==> src/rtl/cpu_gen.sv <==
// Parametrised multicycle core: shared bus, register file, A/G ALU pair and run/done handshake.
// Instructions are fetched from din in idle; done is combinational from state and opcode.
module cpu_gen #(
  parameter int unsigned DATA_W = 16,
  parameter int unsigned REG_AW = 3
) (
  input  logic              clk,
  input  logic              resetn,
  input  logic              run,
  input  logic [DATA_W-1:0] din,
  output logic [DATA_W-1:0] bus,
  output logic              done,
  output logic              z
);

  localparam int unsigned IW      = 3 + 2 * REG_AW;
  localparam int unsigned NumRegs = 2 ** REG_AW;
  localparam int unsigned ShW     = $clog2(DATA_W);

  typedef enum logic [1:0] {StIdle, StT1, StT2, StT3} state_e;
  typedef enum logic [2:0] {
    OpMv, OpMvi, OpAdd, OpSub, OpAnd, OpSll, OpMvnz, OpRsv
  } op_e;

  state_e              state_q;
  logic [IW-1:0]       ir_q;
  logic [DATA_W-1:0]   a_q, g_q;
  logic                z_q;
  logic [DATA_W-1:0]   regs_q [NumRegs];

  op_e                 op;
  logic [REG_AW-1:0]   rx, ry;
  logic                is_alu;
  logic [DATA_W-1:0]   alu_res;

  assign op     = op_e'(ir_q[IW-1:IW-3]);
  assign rx     = ir_q[2*REG_AW-1:REG_AW];
  assign ry     = ir_q[REG_AW-1:0];
  assign is_alu = (op == OpAdd) || (op == OpSub) || (op == OpAnd) || (op == OpSll);
  assign done   = (state_q == StT3) || ((state_q == StT1) && !is_alu);
  assign z      = z_q;

  // One bus source per state, chosen from state and opcode only.
  always_comb begin
    bus = din;
    unique case (state_q)
      StIdle: bus = din;
      StT1: begin
        case (op)
          OpMvi:                      bus = din;
          OpAdd, OpSub, OpAnd, OpSll: bus = regs_q[rx];
          OpRsv:                      bus = '0;
          default:                    bus = regs_q[ry];
        endcase
      end
      StT2: bus = regs_q[ry];
      StT3: bus = g_q;
      default: bus = din;
    endcase
  end

  always_comb begin
    alu_res = '0;
    case (op)
      OpAdd:   alu_res = a_q + bus;
      OpSub:   alu_res = a_q - bus;
      OpAnd:   alu_res = a_q & bus;
      OpSll:   alu_res = a_q << bus[ShW-1:0];
      default: alu_res = '0;
    endcase
  end

  always_ff @(posedge clk) begin
    if (!resetn) begin
      state_q <= StIdle;
      ir_q    <= '0;
      a_q     <= '0;
      g_q     <= '0;
      z_q     <= 1'b0;
      for (int i = 0; i < NumRegs; i++) begin
        regs_q[i] <= '0;
      end
    end else begin
      unique case (state_q)
        StIdle: begin
          if (run) begin
            ir_q    <= din[IW-1:0];
            state_q <= StT1;
          end
        end
        StT1: begin
          case (op)
            OpMv, OpMvi:                regs_q[rx] <= bus;
            OpMvnz:                     if (!z_q) regs_q[rx] <= bus;
            OpAdd, OpSub, OpAnd, OpSll: a_q <= bus;
            default: ;
          endcase
          state_q <= is_alu ? StT2 : StIdle;
        end
        StT2: begin
          g_q     <= alu_res;
          z_q     <= (alu_res == '0);
          state_q <= StT3;
        end
        StT3: begin
          regs_q[rx] <= g_q;
          state_q    <= StIdle;
        end
        default: state_q <= StIdle;
      endcase
    end
  end

endmodule

==> config.mk <==
export PLATFORM = sky130hd
export DESIGN_NAME = cpu_gen
export DESIGN_NICKNAME = d
export VERILOG_FILES = /design/src/rtl/cpu_gen.sv
export SDC_FILE = /design/constraint.sdc
export NUM_CORES = 1
export LEC_CHECK = 0
export CORE_AREA = 2 2 205 156
export CTS_CLUSTER_DIAMETER = 30
export DETAILED_ROUTE_END_ITERATION = 7
export DIE_AREA = 0 0 207 158
export GPL_ROUTABILITY_DRIVEN = 1
export PLACE_DENSITY = 0.48
export SLEW_MARGIN = 20
export SYNTH_ARGS = -nofsm -noshare
export SYNTH_HDL_FRONTEND = slang
export SYNTH_SLANG_ARGS = --single-unit
==> constraint.sdc <==
create_clock -name clk -period 6.1 [get_ports clk]
set_input_delay 1.22 -clock clk [delete_from_list [all_inputs] [get_ports clk]]
set_output_delay 1.22 -clock clk [all_outputs]
set_load 0.01 [all_outputs]
# Word-level counts from Yosys, hierarchy flattened
# Memory sizes are Yosys's and may differ from the RTL's. A register that Yosys moved wholly into a read port is not among the register bits.
# Index checks and enable logic that the tools add are counted.
# W data, S select, Z words.
[word_totals]
ff_bits = 44
ramBits = 128
wordCells = 65
n_memories = 1
[memory_table]
columns = ["memory", "depth", "width", "rd", "rd_clocked_by_memory_dff", "write_ports", "line_no", "text"]
rows = [
  ["regs_q", 8, 16, 2, 2, 8, "29", "logic [DATA_W-1:0] regs_q [NumRegs];"],
]
[classes]
add_sub_neg = 2
n_eq_ne = 11
n_shift = 1
mux = 28
bitwise_logic = 3
reduce_logical = 14
[ops]
columns = ["cell", "n"]
rows = [
  ["$pmux W16 S4", 2],
  ["$mux W16", 3],
  ["$pmux W16 S3", 1],
  ["$add A16 B16 Y16", 1],
  ["$and A16 B16 Y16", 1],
  ["$logic_not A16 Y1", 1],
  ["$reduce_or A16 Y1", 1],
  ["$shl A16 B4 Y16", 1],
  ["$sub A16 B16 Y16", 1],
  ["$mux W3", 5],
  ["$mux W1", 14],
  ["$eq A3 B3 Y1 const B", 4],
  ["$pmux W2 S4", 1],
  ["$eq A3 B2 Y1 const B", 2],
  ["$eq A2 B2 Y1 const B", 2],
  ["$logic_or A1 B1 Y1", 4],
  ["$mux W2", 2],
  ["$reduce_and A2 Y1", 2],
  ["$reduce_or A4 Y1", 1],
  ["$eq A3 B1 Y1 const B", 1],
  ["$logic_not A3 Y1", 1],
  ["$eq A2 B1 Y1 const B", 1],
  ["$logic_not A2 Y1", 1],
  ["$ne A2 B2 Y1 const B", 1],
  ["other kinds (4)", 5],
]

# Longest topological paths before layout
# Gate-level depths: netlist (run 1).
[logic_depth]
word_depth = 10
ltp_mapped = 26

# Worst setup path before layout (run 1)
# OpenSTA, ideal clock, no wires.
[synth_timing]
path_type = "input-to-reg"
start = "input din[1]"
end = "register z_q (netlist: z)"
setup_ps = 59
t_arrival_ps = 5718
required_time_ps = 6041
path_slack_ps = 324
cell_stages = 23
cell_sequence = "nor2_1 > a221oi_1 > a41oi_2 > and2_4 > buf_8 > buf_2 > clkbuf_1 > clkbuf_1 > ha_1 > nand3_1 > inv_1 > a21oi_1 > xnor2_1 > ha_1 > or2_2 > o31a_1 > xor2_1 > a32oi_1 > o221ai_1 > or4b_1 > or4_1 > nor4_2 > a31o_1"
[synth_via]
elab_chain_cells = 5
[synth_lines]
columns = ["element", "line_no", "text"]
rows = [
  ["from (decl)", "10", "input logic [DATA_W-1:0] din,"],
  ["$pmux W16 S3", "49", "case (op)"],
  ["$pmux W16 S4 *", "46", "unique case (state_q)"],
  ["$sub A16 B16 Y16, or another cell as far along", "66", "OpSub: alu_res = a_q - bus;"],
  ["$pmux W16 S4 *", "64", "case (op)"],
  ["$logic_not A16 Y1 *", "102", "z_q <= (alu_res == '0);"],
  ["to (signal assigned)", "102", ""],
  ["to (decl)", "28", "logic z_q;"],
]
# Every way passes the cells marked *; elsewhere a longest branch is shown, timed or not.
# A chain may end at the register's enable or synchronous reset.

==> results.cfg, run 1 <==
[clock_network]
clk_pin_slew_worst_paths_ps = 70
cts.sinks = 178
post_cts_resized = 0
h-tree-depth = 4
root_buffer = clkbuf_16
post_cts_buffers = 0
postCtsHoldBufs = 0
tritoncts = yes
clk_path_buf_depth = 2
cts_made_buffers = 17
clock_latency_ps = 460

[synthesis]
yosys.area.top_type = edfxtp_1
syn_inst = 1014
synth_cell_types = 75
ys_ff_latch = 178
synth-edff-count = 128
synth_commonest_cells = nor2_1, edfxtp_1, nand2_1
synth.most_common_cell = nor2_1
syn_nets = 1054
synth_top_area_share_pct = 36.2
ys_warn_count = 0
synth_flop_cell = edfxtp_1
syn_area_per_cell_um2 = 10.5
synth_area_leaders = edfxtp_1, mux4_2, dfxtp_1
synth-seq-area-share_pct = 45.6
netlist_area_um2 = 10600
synthArstFlopShare_pct = 0

[routing]
wl_met3_mm = 3.46
wirelength_mm = 37.1
remaining_drc_errors = 0
vias = 8485
first_pass_iters = 6
drt-met1-wl_mm = 18.4
viasPerCell = 5.65
wl_met2_mm = 14.9
initialDrtViolationCount = 799
ant_nets = 0
wl_per_cell_um = 24.7
route.top_layer_used = met4

[timing]
period_needed_ps = 5540
slew_headroom_pct = 23.8
tns_ps = 0
hold_viol_final = 0
clock_skew_ps = 14.7
slew_viol_final = 0
setup_violations = 0
fmax_mhz = 180
hold_ws_ps = 485
rsz0062_at_grt = false
worstMarginPinSlew_ps = 1130
fin_crit_sh_pct = 90.9

[die]
die_h_um = 158
dieArea_um2 = 32700
die_w_um = 207
ios = 37
core_area_um2 = 30800
fp-row-count = 56
start_util_pct = 34.5

[pwr]
leakagePower_uw = 0.00454
peakVddDrop_mv = 0.184
pwr-share-comb_pct = 22.8
power_frac_clock_pct = 33.4
p_sw_uw = 966
switching_share_pct = 30.5
pwr-share-seq_pct = 43.8
intPower_uw = 2200
p_per_area_nw_per_um2 = 256

[worst_setup_path]
worst_ep_arrival_time_ps = 5940
path_class = register to register
worstPathMaxFanout = 11
crit_chain = mux4_2 > mux2i_1 > nor2_1 > nor3_2 > nand4_1 > nor2_1 > nor2_1 > xnor2_1 > ha_1 > o211ai_1 > a21oi_1 > o31a_1 > xor2_1 > a32oi_1 > o221ai_1 > or4b_1 > or4_1 > nor4_2 > a31o_1
critPathMaxStageDelay_ps = 640
crit_top_cell = nor2_1
worstSetupEndpointType = register
start_kind = register
cp_slowest_cell = dfxtp_2
required_ps = 6490

[placed_design]
dp.cells = 1468
place_hpwl_mm = 26.6
globalplace.congestion = 0.977
port_buffers = 36

[final_layout]
instances_no_fill = 1501
fillers = 3032
nets = 1121
utilization_pct = 40.2
area_growth_pct = 16.5
drive_gt1_share_pct = 20.2

[worst_hold_path]
hp-class = register to register

[grt]
grt_pass1_wl_mm = 54.3
antenna_found_initial = 2
first_global_vias = 8118
grt_max_degree = 33
grt.total_usage_pct = 22.9
grt_overflow_total = 0

[outcome]
status = finished clean

[flow_run]
cap_violations = 0
-- critical path: cells and delay by family, from the launching register on --
family	cells	cell delay, ps
flip-flops	1	640
AND/OR/NAND/NOR	8	2310
AO/OA/AOI/OAI	6	1040
multiplexers	2	860
adder cells (fa/ha/maj)	1	290
XOR/XNOR	2	360
-- stage by stage --
stage	setup slack (ps)	power (uW)	cell area, um2
3_3_place_gp	279	2130	11800
4_1_cts	605	3180	12400
2_1_floorplan	324	1840	10600
5_1_grt	201	3290	12400
3_5_place_dp	245	2120	11800
6_report	556	3170	12400
-- worst paths after layout --
kind                            startpoint  endpoint  slack [ps]  cells after the start
worst min-delay path                g_q[3]    g_q[3]         490                      2
worst max-delay path              register         z         560                     19
worst max register to register    register         z         560                     19
worst min register to register      g_q[3]    g_q[3]         490                      2
-- final cells by class --
cell class / instances / area, um2 / share of cell area, %
inverter: 29 / 111 / 0.899
antenna: 1 / 2.50 / 0.0202
clock inverter: 10 / 72.6 / 0.586
clock buffer: 22 / 474 / 3.83
tap: 406 / 508 / 4.10
timing repair buffer: 121 / 1010 / 8.16
sequential: 178 / 4850 / 39.1
multi-input combinational: 734 / 5360 / 43.3
-- routing by layer --
layer | vias up | GRT usage (%)
met3 | 25 | 6.90
met2 | 336 | 31.1
li1 | 3888 | -
met1 | 4236 | 34.9
met5 | - | 0
met4 | 0 | 5.24
-- power groups by stage --
| stage | sequential [uW] | clock, uW | combinational, uW |
|---|---|---|---|
| after floorplan | 1390 | 0 | 453 |
| after global placement | 1410 | 0 | 712 |
| after detailed placement | 1410 | 0 | 709 |
| after CTS | 1390 | 1070 | 713 |
| after global routing | 1390 | 1120 | 772 |
| final | 1390 | 1060 | 723 |
-- layout by cell type (no fill, tap or decap), types with 6 or more instances in the layout --
master           Yosys  layout
ha_1                20      20
o21ai_0             15      15
a211oi_1            17      17
a221oi_1             7       7
mux2_1               9       9
edfxtp_1           128     128
nor3_1              26      26
mux4_2              45      45
dfxtp_1             50      48
a21oi_1             43      43
and3_1               6       6
nand2_1             59      58
xor2_1               8       8
xnor2_1             20      20
mux2i_1             50      50
o22ai_1             28      28
nand3_1             16      16
clkbuf_16            0      17
a22o_1              11      11
nor2b_1              7       6
buf_4                3      84
a31oi_1              9       8
inv_1               23      23
mux2_2              31      31
clkdlybuf4s50_1      0      36
nor2_1             220     220
-- registers in the layout (all words and copies together) (netlist names), named ones only --
| register | count |
|---|---|
| a_q | 16 |
| ir_q | 9 |
| z | 1 |
| regs_q | 128 |
| g_q | 16 |
| state_q | 1 |
-- kinds of logic after synthesis --
family | synth area share (%)
and+or+nand+nor | 15.6
muxes | 18.6
xor gates and xnor gates | 2.31
AOI/OAI and AO/OA | 11.1
adders and majority gates | 2.54
buffers and inverters | 4.23
DFF | 45.6
Power figures use the tool's default switching activity.
==> run 2, diff against run 1 <==
--- a/config.mk
+++ b/config.mk
@@ -5,12 +5,12 @@
 export SDC_FILE = /design/constraint.sdc
 export NUM_CORES = 1
 export LEC_CHECK = 0
-export CORE_AREA = 2 2 205 156
+export CORE_AREA = 2 2 192 147
 export CTS_CLUSTER_DIAMETER = 30
 export DETAILED_ROUTE_END_ITERATION = 7
-export DIE_AREA = 0 0 207 158
+export DIE_AREA = 0 0 194 149
 export GPL_ROUTABILITY_DRIVEN = 1
-export PLACE_DENSITY = 0.48
+export PLACE_DENSITY = 0.53
 export SLEW_MARGIN = 20
 export SYNTH_ARGS = -nofsm -noshare
 export SYNTH_HDL_FRONTEND = slang
==> constraint.sdc (replaced) <==
create_clock -name clk -period 6.1 [get_ports clk]
set_input_delay 1.525 -clock clk [delete_from_list [all_inputs] [get_ports clk]]
set_output_delay 1.525 -clock clk [all_outputs]
set_load 0.01 [all_outputs]
==> results.cfg, run 2 (synthesized netlist as in run 1, its figures left out) <==
[outcome]
status = finished clean

[clock_network]
tritoncts = yes
post_cts_resized = 0
clk_path_buf_depth = 2
clk_pin_slew_worst_paths_ps = 70
root_buffer = clkbuf_16
post_cts_buffers = 0
postCtsHoldBufs = 0
cts_made_buffers = 17
h-tree-depth = 4
cts.sinks = 178
clock_latency_ps = 440

[die]
fp-row-count = 53
dieArea_um2 = 28900
core_area_um2 = 27300
die_w_um = 194
die_h_um = 149
start_util_pct = 38.9
ios = 37

[pwr]
p_sw_uw = 935
intPower_uw = 2280
pwr-share-comb_pct = 22.4
power_frac_clock_pct = 34.2
total_power_uw = 3210
pwr-share-seq_pct = 43.3
leakagePower_uw = 0.00461
peakVddDrop_mv = 0.218
switching_share_pct = 29.1
p_per_area_nw_per_um2 = 258

[grt]
grt_overflow_total = 0
grt_max_degree = 36
antenna_found_initial = 1
grt.total_usage_pct = 25.1
first_global_vias = 8180
grt_pass1_wl_mm = 53.2

[worst_setup_path]
worst_ep_arrival_time_ps = 6230
path_class = primary input to register
required_ps = 6490
worstSetupEndpointType = register
cp_slowest_cell = or4b_1
crit_chain = clkdlybuf4s50_1 > nor2_1 > a221oi_1 > buf_4 > a41oi_2 > and2_4 > buf_4 > nand4_1 > nor2_1 > nor2_1 > xnor2_1 > ha_1 > o211ai_1 > a21oi_1 > o31a_1 > xor2_1 > a32oi_1 > o221ai_1 > or4b_1 > or4_1 > nor4_2 > a31o_1
crit_top_cell = nor2_1
start_kind = primary input
worstPathMaxFanout = 4
critPathMaxStageDelay_ps = 530

[timing]
fmax_mhz = 171
slew_viol_final = 0
setup_violations = 0
slew_headroom_pct = 25.8
fin_crit_sh_pct = 95.7
hold_viol_final = 0
clock_skew_ps = 10.1
rsz0062_at_grt = false
period_needed_ps = 5840
worstMarginPinSlew_ps = 1110

[final_layout]
final_common_cell = nor2_1
nets = 1131
final_area_um2 = 12400
drive_gt1_share_pct = 20.7
diodes = 0
regMostFlops = regs_q
area_growth_pct = 16.9
top_regs = regs_q: 128 flops, a_q: 16 flops, g_q: 16 flops
fillers = 2627
final_cell_mix = nor2_1, edfxtp_1, buf_4
largest_reg_flops = 128

[routing]
vias = 8706
first_pass_iters = 6
wirelength_mm = 36.0
remaining_drc_errors = 0
viasPerCell = 5.96
initialDrtViolationCount = 982
wl_per_cell_um = 24.7
ant_nets = 0

[placed_design]
port_buffers = 36
place_hpwl_mm = 25.4
globalplace.congestion = 0.983
place_area_um2 = 11800

[flow_run]
cap_violations = 0

[worst_hold_path]
hp-class = register to register
run 2: cell types whose count changed in the layout (fill, tap and decap cells not counted), sizes merged:
| cell | delta |
|---|---|
| buf | +10 |
| diode | -1 |
| clkinv | +2 |
| inv | -4 |
| clkbuf | +2 |
run 2: path summary, 6_finish.rpt:
path / end / start / depth (start not counted) / slack [ps]
worst min register to register: g_q[3] / g_q[3] / 2 / 490
worst min-delay path: g_q[3] / g_q[3] / 2 / 490
worst max-delay path: z / din[1] / 22 / 260
worst max register to register: z / register / 23 / 580
run 2: critical path, delay by kind of cell:
kind | cells | cell delay (ps)
AOI/OAI and AO/OA | 8 | 1260
xor gates and xnor gates | 2 | 370
adders and majority gates | 1 | 280
buffers and inverters | 3 | 730
and+or+nand+nor | 8 | 2060
run 2: metal layers:
layer | up-vias | wire length (um) | global-route usage, %
li1 | 3896 | - | -
met1 | 4355 | 17500 | 39.4
met4 | 0 | 493 | 4.96
met5 | - | 0 | 0
met2 | 416 | 14600 | 34.4
met3 | 39 | 3410 | 6.56
run 2: cell type report:
cell class / count / area, um2 / share of cell area (%)
Clock inverter: 8 / 47.5 / 0.383
Tap cell: 357 / 447 / 3.59
Sequential cell: 178 / 4850 / 39.0
Inverter: 29 / 111 / 0.896
Clock buffer: 24 / 546 / 4.39
Timing Repair Buffer: 131 / 1070 / 8.64
Multi-Input combinational cell: 734 / 5360 / 43.1
run 2: per-stage QoR:
stage	std cells	setup TNS, ps	hold slack [ps]	worst slack, ps	util (%)
after global routing	1461	0	532	42.4	45.5
after floorplan	1014	0	436	18.8	-
after global placement	1429	-25.4	490	-25.4	43.3
after detailed placement	1429	-131	484	-131	43.3
after CTS	1461	0	491	321	45.5
final	1461	0	492	262	45.5
run 2: power by group through the flow:
stage	Sequential [uW]	Combinational, uW	Clock (uW)
3_5_place_dp	1420	707	0
6_report	1390	721	1100
4_1_cts	1390	711	1110
3_3_place_gp	1420	707	0
5_1_grt	1400	769	1150
2_1_floorplan	1390	453	0
